[config.mk]
export PLATFORM = sky130hd
export DESIGN_NAME = fxyz_sweep_check_flat
export DESIGN_NICKNAME = d
export VERILOG_FILES = /design/src/rtl/fxyz_sweep_check_if.sv /design/src/rtl/fxyz_sweep_check.sv /design/src/flat_wrapper.sv
export SDC_FILE = /design/constraint.sdc
export NUM_CORES = 1
export LEC_CHECK = 0
export ABC_AREA = 1
export BUFFER_PORTS_ARGS = -buffer_cell sky130_fd_sc_hd__buf_2
export CAP_MARGIN = 20
export CELL_PAD_IN_SITES_DETAIL_PLACEMENT = 2
export CELL_PAD_IN_SITES_GLOBAL_PLACEMENT = 2
export CORE_MARGIN = 2
export CORE_UTILIZATION = 33
export DETAILED_ROUTE_END_ITERATION = 8
export HOLD_SLACK_MARGIN = 0.03
export PLACE_DENSITY = 0.79
export SLEW_MARGIN = 20
export SYNTH_ARGS = -nofsm -noshare
export SYNTH_HDL_FRONTEND = slang
export SYNTH_SLANG_ARGS = --single-unit
[constraint.sdc]
create_clock -name clk -period 1.5 [get_ports clk]
set_input_delay 0.15 -clock clk [delete_from_list [all_inputs] [get_ports clk]]
set_output_delay 0.15 -clock clk [all_outputs]
set_load 0.03 [all_outputs]
[src/rtl/fxyz_sweep_check_if.sv]
`default_nettype none
// ============================================================================
//  Module      : fxyz_sweep_check_if
//  Description : Control, status and function-block signals of the fxyz
//                sweep checker, bundled as one interface. The master side
//                is the checker and the slave side is its environment.
//  Revision    : 1.0 - initial release
// ============================================================================
interface fxyz_sweep_check_if #(
   parameter int N = 3
);
   logic         start;
   logic         abort;
   logic         s1;
   logic         s2;
   logic [N-1:0] vec;
   logic         busy;
   logic         done;
   logic         pass;
   logic         mismatch;
   logic [N:0]   err_count;
   logic [N-1:0] first_err;
   logic         first_err_valid;

   modport master (
      input  start,
      input  abort,
      input  s1,
      input  s2,
      output vec,
      output busy,
      output done,
      output pass,
      output mismatch,
      output err_count,
      output first_err,
      output first_err_valid
   );

   modport slave (
      output start,
      output abort,
      output s1,
      output s2,
      input  vec,
      input  busy,
      input  done,
      input  pass,
      input  mismatch,
      input  err_count,
      input  first_err,
      input  first_err_valid
   );
endinterface
`default_nettype wire

[src/rtl/fxyz_sweep_check.sv]
`default_nettype none
// ============================================================================
//  Module      : fxyz_sweep_check
//  Description : Exhaustive-sweep stimulus generator and equivalence checker
//                for the fxyz boolean stage. Walks vec through 0..2^N-1,
//                holding each value SETTLE+1 cycles, samples s1 against s2
//                on the last cycle of each window, and reports pass/fail,
//                the mismatch count and the first failing vector.
//  Revision    : 1.0 - initial release
// ============================================================================
module fxyz_sweep_check #(
   parameter int N      = 3,
   parameter int SETTLE = 1
) (
   input  logic               clk,
   input  logic               reset,
   fxyz_sweep_check_if.master bus
);

   localparam logic [1:0]   c_st_idle  = 2'd0;
   localparam logic [1:0]   c_st_run   = 2'd1;
   localparam logic [1:0]   c_st_done  = 2'd2;

   // Hold counter is 8 bits wide because SETTLE is limited to 0..255.
   localparam logic [7:0]   c_settle   = 8'(SETTLE);
   localparam logic [N-1:0] c_vec_last = {N{1'b1}};
   localparam logic [N-1:0] c_vec_one  = N'(1);
   localparam logic [N:0]   c_err_one  = (N+1)'(1);

   logic [1:0]   r_state;
   logic [1:0]   w_state_next;

   logic [7:0]   r_cnt;
   logic [7:0]   w_cnt_next;
   logic [N-1:0] r_vec;
   logic [N-1:0] w_vec_next;
   logic         r_busy;
   logic         w_busy_next;
   logic         r_done;
   logic         w_done_next;
   logic         r_pass;
   logic         w_pass_next;
   logic         r_mismatch;
   logic         w_mismatch_next;
   logic [N:0]   r_err_count;
   logic [N:0]   w_err_count_next;
   logic [N-1:0] r_first_err;
   logic [N-1:0] w_first_err_next;
   logic         r_first_err_valid;
   logic         w_first_err_valid_next;

   logic         w_window_end;
   logic         w_last_vec;
   logic         w_diff;

   // Last cycle of the current vector's hold window.
   assign w_window_end = (r_cnt == 8'd0);
   assign w_last_vec   = (r_vec == c_vec_last);
   assign w_diff       = bus.s1 ^ bus.s2;

   // State register; reset is asynchronous so a sweep stops without a clock.
   always_ff @(posedge clk or posedge reset) begin
      if (reset) begin
         r_state <= c_st_idle;
      end else begin
         r_state <= w_state_next;
      end
   end

   // Next-state decode: abort beats the final sample, start only from IDLE/DONE.
   always_comb begin
      w_state_next = r_state;
      case (r_state)
         c_st_idle, c_st_done: begin
            if (bus.start) begin
               w_state_next = c_st_run;
            end
         end
         c_st_run: begin
            if (bus.abort) begin
               w_state_next = c_st_idle;
            end else if (w_window_end && w_last_vec) begin
               w_state_next = c_st_done;
            end
         end
         default: begin
            w_state_next = c_st_idle;
         end
      endcase
   end

   // Next values of the registered outputs and the hold counter.
   always_comb begin
      w_cnt_next             = r_cnt;
      w_vec_next             = r_vec;
      w_busy_next            = r_busy;
      w_done_next            = r_done;
      w_pass_next            = r_pass;
      w_mismatch_next        = 1'b0;
      w_err_count_next       = r_err_count;
      w_first_err_next       = r_first_err;
      w_first_err_valid_next = r_first_err_valid;

      case (r_state)
         c_st_idle, c_st_done: begin
            // A new sweep clears every result, including a stale pass flag,
            // so pass reads 0 for the whole of RUN.
            if (bus.start) begin
               w_vec_next             = '0;
               w_cnt_next             = c_settle;
               w_busy_next            = 1'b1;
               w_done_next            = 1'b0;
               w_pass_next            = 1'b0;
               w_err_count_next       = '0;
               w_first_err_next       = '0;
               w_first_err_valid_next = 1'b0;
            end
         end

         c_st_run: begin
            if (bus.abort) begin
               // Partial err_count/first_err are kept for inspection.
               w_busy_next = 1'b0;
               w_vec_next  = '0;
               w_cnt_next  = 8'd0;
            end else if (!w_window_end) begin
               w_cnt_next = r_cnt - 8'd1;
            end else begin
               w_mismatch_next = w_diff;
               if (w_diff) begin
                  // Width N+1 holds 2^N, so this cannot wrap.
                  w_err_count_next = r_err_count + c_err_one;
                  if (!r_first_err_valid) begin
                     w_first_err_next       = r_vec;
                     w_first_err_valid_next = 1'b1;
                  end
               end
               if (w_last_vec) begin
                  // vec stays parked on the last vector.
                  w_busy_next = 1'b0;
                  w_done_next = 1'b1;
                  w_pass_next = !w_diff && (r_err_count == '0);
               end else begin
                  w_vec_next = r_vec + c_vec_one;
                  w_cnt_next = c_settle;
               end
            end
         end

         default: begin
            w_busy_next = 1'b0;
            w_vec_next  = '0;
            w_cnt_next  = 8'd0;
         end
      endcase
   end

   // Output and datapath registers.
   always_ff @(posedge clk or posedge reset) begin
      if (reset) begin
         r_cnt             <= 8'd0;
         r_vec             <= '0;
         r_busy            <= 1'b0;
         r_done            <= 1'b0;
         r_pass            <= 1'b0;
         r_mismatch        <= 1'b0;
         r_err_count       <= '0;
         r_first_err       <= '0;
         r_first_err_valid <= 1'b0;
      end else begin
         r_cnt             <= w_cnt_next;
         r_vec             <= w_vec_next;
         r_busy            <= w_busy_next;
         r_done            <= w_done_next;
         r_pass            <= w_pass_next;
         r_mismatch        <= w_mismatch_next;
         r_err_count       <= w_err_count_next;
         r_first_err       <= w_first_err_next;
         r_first_err_valid <= w_first_err_valid_next;
      end
   end

   assign bus.vec             = r_vec;
   assign bus.busy            = r_busy;
   assign bus.done            = r_done;
   assign bus.pass            = r_pass;
   assign bus.mismatch        = r_mismatch;
   assign bus.err_count       = r_err_count;
   assign bus.first_err       = r_first_err;
   assign bus.first_err_valid = r_first_err_valid;

endmodule
`default_nettype wire

[src/flat_wrapper.sv]
// flat-port wrapper written by rule: the top's interface ports become plain ports
module fxyz_sweep_check_flat 
#(
   parameter int N      = 3,
   parameter int SETTLE = 1
)
  (clk, reset, bus_start, bus_abort, bus_s1, bus_s2, bus_vec, bus_busy, bus_done, bus_pass, bus_mismatch, bus_err_count, bus_first_err, bus_first_err_valid);
  fxyz_sweep_check_if #(.N(N)) bus_i ();
  input  logic clk;
  input  logic reset;
  input wire logic [$bits(bus_i.start)-1:0] bus_start;
  input wire logic [$bits(bus_i.abort)-1:0] bus_abort;
  input wire logic [$bits(bus_i.s1)-1:0] bus_s1;
  input wire logic [$bits(bus_i.s2)-1:0] bus_s2;
  output wire logic [$bits(bus_i.vec)-1:0] bus_vec;
  output wire logic [$bits(bus_i.busy)-1:0] bus_busy;
  output wire logic [$bits(bus_i.done)-1:0] bus_done;
  output wire logic [$bits(bus_i.pass)-1:0] bus_pass;
  output wire logic [$bits(bus_i.mismatch)-1:0] bus_mismatch;
  output wire logic [$bits(bus_i.err_count)-1:0] bus_err_count;
  output wire logic [$bits(bus_i.first_err)-1:0] bus_first_err;
  output wire logic [$bits(bus_i.first_err_valid)-1:0] bus_first_err_valid;
  assign bus_i.start = bus_start;
  assign bus_i.abort = bus_abort;
  assign bus_i.s1 = bus_s1;
  assign bus_i.s2 = bus_s2;
  assign bus_vec = bus_i.vec;
  assign bus_busy = bus_i.busy;
  assign bus_done = bus_i.done;
  assign bus_pass = bus_i.pass;
  assign bus_mismatch = bus_i.mismatch;
  assign bus_err_count = bus_i.err_count;
  assign bus_first_err = bus_i.first_err;
  assign bus_first_err_valid = bus_i.first_err_valid;
  fxyz_sweep_check #(.N(N), .SETTLE(SETTLE)) u_core (.clk(clk), .reset(reset), .bus(bus_i));
endmodule
======== Word-level counts from Yosys, hierarchy flattened ========
Cells that the tools add are included.
storage, ports and cells
  bits in registers ....................... 25
  input bits .............................. 6
  word-level logic and storage cells ...... 88
cells by class
  $add $sub $neg .......................... 3
  eq/ne operators ......................... 14
  mux-type cells .......................... 45
  bitwise operators ....................... 1
  reduce and logical (&&, ||, !) cells .... 15
operators by type and width
  cell                                              number
  two-way mux 8 bit                                 4
  two-way mux 3 bit                                 8
  two-way mux 1 bit                                 17
  two-way mux 4 bit                                 4
  one-hot mux 8 bit (2 select lines)                1
  one-hot mux 3 bit (2 select lines)                2
  AND reduction 5 bit                               2
  != test 3 x 2 -> 1 bit, second input constant     3
  logical NOT 8 bit                                 1
  one-hot mux 1 bit (2 select lines)                4
  one-hot mux 4 bit (2 select lines)                1
  subtractor 8 x 1 -> 8 bit, second input constant  1
  two-way mux 2 bit                                 3
  != test 2 x 1 -> 1 bit, second input constant     3
  != test 2 bit, second input constant              3
  AND reduction 3 bit                               2
  AND reduction 6 bit                               1
  adder 4 x 1 -> 4 bit, second input constant       1
  logical NOT 4 bit                                 1
  != test 4 bit, second input constant              1
  one-hot mux 2 bit (2 select lines)                1
  AND reduction 2 bit                               2
  adder 3 x 1 -> 3 bit, second input constant       1
  == test 3 bit, second input constant              1
  other kinds (9)                                   10

======== Longest topological paths before layout ========
Gate-level depths: netlist of run 1.
  depth after elaboration ................. 7
  gate-level depth with buffers ........... 10
  mapped depth without buffers ............ 10

======== Worst setup path before layout of run 1 ========
No wires, ideal clock.
  kind .................................... reg-to-reg
  from .................................... register u_core.r_vec[0], in the netlist u_core.bus.vec[0]
  to ...................................... register u_core.r_cnt[0]
  arrival time ............................ 1.454 ns
  required time ........................... 1.383 ns
  slack ................................... -0.072 ns
  cell stages (with the launch flop) ...... 10
  cell sequence ........................... dfrtp_1 -> ha_1 -> ha_1 -> inv_1 -> nor2_1 -> nand2_4 -> nand2_4 -> inv_2 -> o21ai_1 -> inv_1
on the way
  cells in the longest elaborated chain, start to end .. 3
ends and longest elaborated chain
  element                        line                     text
  start, declared                fxyz_sweep_check.sv:35   logic [N-1:0] r_vec;
  start signal, assigned         fxyz_sweep_check.sv:172  r_vec <= w_vec_next;
  == test 3 bit                  fxyz_sweep_check.sv:58   assign w_last_vec = (r_vec == c_vec_last);
  != test 4 bit (no line)        --
  AND reduction 2 bit (no line)  --
  end signal, assigned           fxyz_sweep_check.sv:171  r_cnt <= w_cnt_next;
  end, declared                  fxyz_sweep_check.sv:33   logic [7:0] r_cnt;
Every way passes these cells.
A chain may end at the register's enable or synchronous reset.

======== Worst setup path in the final report of run 1 ========
  from .................................... register u_core.r_cnt[1]
  to ...................................... register u_core.r_pass, in the netlist u_core.bus.pass
on the way
  cells in the longest elaborated chain, start to end .. 3
ends and longest elaborated chain
  element                           line                     text
  logical NOT 8 bit                 fxyz_sweep_check.sv:57   assign w_window_end = (r_cnt == 8'd0);
  != test 2 x 1 -> 1 bit (no line)  --
  AND reduction 5 bit (no line)     --
  end signal, assigned              fxyz_sweep_check.sv:175  r_pass <= w_pass_next;
  end, declared                     fxyz_sweep_check.sv:41   logic r_pass;
Every way passes these cells.

==> qor.yml, run 1 <==
outcome: "complete, but fails checks"
violations: "setup timing"
ys_ff_latch: 25
initial_utilization_pct: 35.0
dr.pass1.iters: 6
ant_nets: 0
endpoint_kind: "flop"
tightestPinTransition_ns: 0.453
diodes: 0
relSlewSlack_pct: 69.7
hold_viol: 0
cts.sinks: 25
syn_inst: 177
dp.cells: 258
path_clk_slew_ns: 0.10
numCtsBuffers: 3
finalWeightedCongestion: 0.822
finalNetCount: 231
critPathLaunchType: "flop"
place_area_mm2: 0.00168
final_cells: 268
drive_above_1_share_pct: 38.5
crit_cells: 9
layout_setup_ws_ns: -0.0351
startpoint: "u_core.r_cnt[1]"
design_area_mm2: 0.00190
whs_path_depth: 4
final_common_cell: "nand2_1"
p_per_area_mw_per_mm2: 1430
hp-start: "bus_abort"
p_leak_nw: 1.02
worstPathRequired_ns: 1.68
routed_wl_um: 5180
areaGrowthSynthToFinish_pct: 33.2
cap_violations: 0
via_count: 1362
cts-root-buf: "clkbuf_8"
die_area_mm2: 0.00488
yosysWarnings: 0
cts_max_level: 1
fmax_ghz: 0.651
grt-ovfl-total: 0
max_stage_delay_ns: 0.40
min_path_type: "in2reg"
grt_pass1_wl_um: 7330
grt_max_degree: 26
synth.avg_cell_area_um2: 8.08
crit_path_top_delay_cell: "dfrtp_1"
ys_types: 24
slew_viol_final: 0
ys_seq_area_share_pct: 43.7
arrival_ns: 1.72
utilization_pct: 46.6
ir_drop_mv: 0.553
die_w_um: 69.8
rows: 23
r2r-start: "u_core.r_cnt[1]"
antenna_found_initial: 0
drt-wirelength-per-cell_um: 19.3
via_per_inst: 5.08
clk_latency_ns: 0.29
num_io_pins: 21
clock_path_buffers: 2
cts_tree: "yes"
drtIter0Drc: 44
yosys_most_used_dff: "dfrtp_1"
cp_top_family: "simple AND/OR/NAND/NOR gates"
drc: 0
reg2reg_depth: 9
critPathBufInv: 2
crit_type: "reg2reg"
finalCritPeriodShare_pct: 102
core-area_mm2: 0.00409
fin_crit_ns: 1.54
crit_path_frequent_cell: "nand2_1"
dieHeight_um: 69.8
fillers: 487
grt_pass1_vias: 1529
cp_cell_sequence: "inv_2 -> ha_4 -> nand2_4 -> nor2_8 -> nand2_1 -> inv_1 -> nand2_1 -> nand3_1 -> nand2_1"
crit_fanout: 6
skew_ns: 0.00370
tns_ns: -0.0351
synthArstFlopShare_pct: 100
grt_usage_pct: 18.9
hpwlAfterDp_um: 3420
rsz0062_at_grt: "true"
setup_viol: 1
netlist_area_mm2: 0.00143
synth-edff-count: 0
final_cell_mix: "34 x nand2_1, 22 x dfrtp_1, 21 x inv_1"
numPortBuffers: 20
synth_nets: 189
r2r_end: "u_core.bus.pass"
reg2reg_slack_ns: -0.04
crit_end: "u_core.bus.pass"
==> per-layer routing <==
layer	vias up	global-route usage, %	wire (um)
met5	-	0	0
met4	0	3.85	70
met3	7	2.18	93
met2	19	34.7	2700
met1	693	23.7	2320
li1	643	-	-
==> worst min-delay path by stage <==
stage / endpoint / slack [ns]
after floorplan: u_core.bus.busy / 0.18
after detailed placement: u_core.bus.busy / 0.23
after global routing: u_core.bus.mismatch / 0.30
final: u_core.bus.mismatch / 0.30
after CTS: u_core.bus.mismatch / 0.24
after global placement: u_core.r_cnt[5] / 0.22
==> where the power goes <==
part,leakage (nW),switching (mW),internal [mW],total (mW)
Combinational,0.668,0.877,0.508,1.38
Sequential,0.334,0.117,0.775,0.892
Clock,0.0217,0.262,0.190,0.452
Total,1.02,1.26,1.47,2.73
==> worst reg2reg max path, stage by stage (launching register included) <==
cell     delay, ns
dfrtp_1       0.40
inv_2         0.10
ha_4          0.15
nand2_4       0.07
nor2_8        0.18
nand2_1       0.14
inv_1         0.12
nand2_1       0.10
nand3_1       0.10
nand2_1       0.07
==> kinds of logic after synthesis <==
kind of cell / Yosys count / synth area share [%]
AND/OR/NAND/NOR: 95 / 33.4
flip-flops: 25 / 43.7
AO/OA/AOI/OAI: 17 / 6.74
buffers and inverters: 29 / 7.79
XOR/XNOR: 5 / 3.06
adder cells (fa/ha/maj): 6 / 5.25
==> sequential cells by signal, summed over array words and instances, names as in the netlist <==
signal                      count
u_core.r_state                  2
u_core.bus.first_err            3
u_core.r_cnt                    8
u_core.bus.mismatch             1
u_core.bus.vec                  3
u_core.bus.first_err_valid      1
u_core.bus.busy                 1
u_core.bus.done                 1
u_core.bus.err_count            4
u_core.bus.pass                 1
==> through the flow <==
| step | worst slack (ns) | power (mW) | hold slack [ns] |
|---|---|---|---|
| floorplan | 0.0353 | 1.62 | 0.177 |
| global placement | 0.00777 | 1.95 | 0.225 |
| detailed placement | -0.0564 | 2.03 | 0.232 |
| CTS | 0.000518 | 2.49 | 0.242 |
| global route | -0.127 | 2.91 | 0.297 |
| finish | -0.0351 | 2.73 | 0.295 |
==> final cells by class <==
class | count | area [um2] | share of cell area (%)
Clock inverter | 1 | 7.51 | 0.394
Tap cell | 50 | 62.6 | 3.29
Inverter | 28 | 113 | 5.91
Timing Repair Buffer | 38 | 241 | 12.7
Clock buffer | 3 | 41.3 | 2.17
Multi-Input combinational cell | 123 | 810 | 42.5
Sequential cell | 25 | 629 | 33.0
==> repair_timing <==
item                                    in CTS  in global routing
resized for setup                            3                 33
buffers inserted                             1                  4
pin swaps                                    2                 10
endpoints found under the setup margin       6                 17
endpoints found under the hold margin       25                  0
hold buffers                                 1                  0
==> Yosys cell counts (2+ instances only) <==
cell,instances,area share (%)
xor2_1,4,2.4
nor2_1,20,5.2
nand2_1,40,10
o21ai_0,8,2.8
inv_1,25,6.6
a21oi_2,2,1.2
nand2_4,4,3.1
inv_2,2,0.53
nand4_1,6,2.6
ha_1,6,5.2
a21oi_1,3,1.0
nand2_2,4,1.7
nand3_1,16,5.6
dfrtp_1,25,44
o21ai_1,3,1.0
No activity file was read; power rests on OpenSTA's default activity.
==> inputs of run 2 (changes only) <==
--- a/config.mk
+++ b/config.mk
@@ -6,15 +6,15 @@
 export NUM_CORES = 1
 export LEC_CHECK = 0
 export ABC_AREA = 1
-export BUFFER_PORTS_ARGS = -buffer_cell sky130_fd_sc_hd__buf_2
 export CAP_MARGIN = 20
 export CELL_PAD_IN_SITES_DETAIL_PLACEMENT = 2
 export CELL_PAD_IN_SITES_GLOBAL_PLACEMENT = 2
 export CORE_MARGIN = 2
-export CORE_UTILIZATION = 33
+export CORE_UTILIZATION = 36
 export DETAILED_ROUTE_END_ITERATION = 8
+export DONT_BUFFER_PORTS = 1
 export HOLD_SLACK_MARGIN = 0.03
-export PLACE_DENSITY = 0.79
+export PLACE_DENSITY = 0.78
 export SLEW_MARGIN = 20
 export SYNTH_ARGS = -nofsm -noshare
 export SYNTH_HDL_FRONTEND = slang
==> qor.yml, run 2 (synthesized netlist as in run 1, its figures left out) <==
outcome: "complete, but fails checks"
violations: "setup timing"
final_cell_mix: "35 x nand2_1, 24 x buf_4, 22 x dfrtp_1"
finalCritPeriodShare_pct: 102
crit_type: "reg2reg"
core-area_mm2: 0.00374
routed_wl_um: 5120
power_mw: 2.66
slew_viol_final: 0
grt_max_degree: 26
grt_pass1_wl_um: 7170
hold_viol: 0
crit_path_top_delay_cell: "dfrtp_1"
hp-start: "bus_abort"
diodes: 0
dp.cells: 239
hold_path_end: "u_core.r_cnt[4]"
relSlewSlack_pct: 70.6
r2r-start: "u_core.r_cnt[1]"
utilization_pct: 48.6
arrival_ns: 1.70
antenna_found_initial: 0
drc: 0
cp_top_family: "simple AND/OR/NAND/NOR gates"
place_area_mm2: 0.00160
layout_setup_ws_ns: -0.0260
rows: 22
min_path_type: "in2reg"
drt-wirelength-per-cell_um: 20.2
numCtsBuffers: 3
die_w_um: 67.0
critPathBufInv: 2
via_per_inst: 5.16
crit_fanout: 6
grt_usage_pct: 21.8
final_common_cell: "nand2_1"
cp_cell_sequence: "inv_2 -> ha_4 -> nand2_4 -> nor2_8 -> nand3_4 -> buf_4 -> nand3_1 -> nand2_1"
cap_violations: 0
cts.sinks: 25
via_count: 1305
cts_tree: "yes"
largest_reg_flops: 8
hpwlAfterDp_um: 3240
max_stage_delay_ns: 0.42
cts-root-buf: "clkbuf_8"
dr.pass1.iters: 4
critPathLaunchType: "flop"
clock_path_buffers: 2
ant_nets: 0
p_per_area_mw_per_mm2: 1470
numPortBuffers: 0
num_io_pins: 21
regMostFlops: "u_core.r_cnt"
rsz0062_at_grt: "true"
fin_crit_ns: 1.53
initial_utilization_pct: 38.2
fmax_ghz: 0.655
ir_drop_mv: 0.519
grt_pass1_vias: 1449
tns_ns: -0.0260
finalNetCount: 218
startpoint: "u_core.r_cnt[1]"
tightestPinTransition_ns: 0.439
clk_latency_ns: 0.28
dieHeight_um: 67.0
setup_viol: 1
die_area_mm2: 0.00449
final_cells: 253
endpoint_kind: "flop"
grt-ovfl-total: 0
finalWeightedCongestion: 0.763
drive_above_1_share_pct: 34.6
r2r_end: "u_core.bus.err_count[2]"
cts_max_level: 1
areaGrowthSynthToFinish_pct: 27.1
path_clk_slew_ns: 0.10
design_area_mm2: 0.00182
worstPathRequired_ns: 1.67
fillers: 434
skew_ns: 0.0103
reg2reg_depth: 8
whs_path_depth: 3
drtIter0Drc: 32
reg2reg_slack_ns: -0.03
p_leak_nw: 0.941
## run 2: worst register-to-register path: cells and delay by family (launching register included)
family / cells / cell delay [ns]
fa+ha+maj: 1 / 0.14
flops: 1 / 0.42
simple gates: 5 / 0.60
buf+inv: 2 / 0.28
## run 2: what timing repair did
| item | 4_1_cts | 5_1_grt |
|---|---|---|
| endpoints found under the setup margin | 14 | 18 |
| hold buffers | 1 | 0 |
| endpoints found under the hold margin | 25 | 0 |
| buffers inserted | 2 | 7 |
| pin swaps | 1 | 11 |
| resized for setup | 4 | 27 |
| gates cloned | 0 | 0 |
## run 2: layer usage
metal / GRT usage (%) / wire (um) / up-vias
met4: 5.10 / 74 / 0
met1: 27.3 / 2120 / 663
li1: - / - / 617
met5: 0 / 0 / -
met3: 3.38 / 113 / 8
met2: 39.0 / 2810 / 17
## run 2: through the flow
stage,hold slack [ns],setup slack (ns)
floorplan,0.177,0.0353
global placement,0.113,0.0251
detailed placement,0.133,-0.0248
CTS,0.151,0.00749
global route,0.166,-0.0925
finish,0.159,-0.0260
## run 2: layout make-up
cell class	count	area, um2	share of cell area (%)
repair buffers	25	190	10.5
multi-input cells	123	777	42.7
clock inverters	1	5.00	0.275
flip-flops and latches	25	629	34.6
inverters	28	115	6.33
clock buffers	3	41.3	2.27
well taps	48	60.1	3.30
## run 2: where the power goes
part / switching (mW) / total, mW / leakage [nW] / internal [mW]
sequential: 0.147 / 0.923 / 0.334 / 0.775
clock: 0.243 / 0.429 / 0.0255 / 0.186
combinational: 0.831 / 1.31 / 0.582 / 0.482
## run 2: how the worst max path moves through the flow
| stage | end | slack [ns] | cells past startpoint |
|---|---|---|---|
| 2_1_floorplan | u_core.r_cnt[0] | 0.04 | 9 |
| 3_3_place_gp | u_core.bus.first_err[0] | 0.03 | 9 |
| 3_5_place_dp | u_core.bus.first_err[2] | -0.02 | 9 |
| 4_1_cts | u_core.bus.err_count[1] | 0.007 | 8 |
| 5_1_grt | u_core.bus.err_count[2] | -0.09 | 8 |
| 6_report | u_core.bus.err_count[2] | -0.03 | 8 |
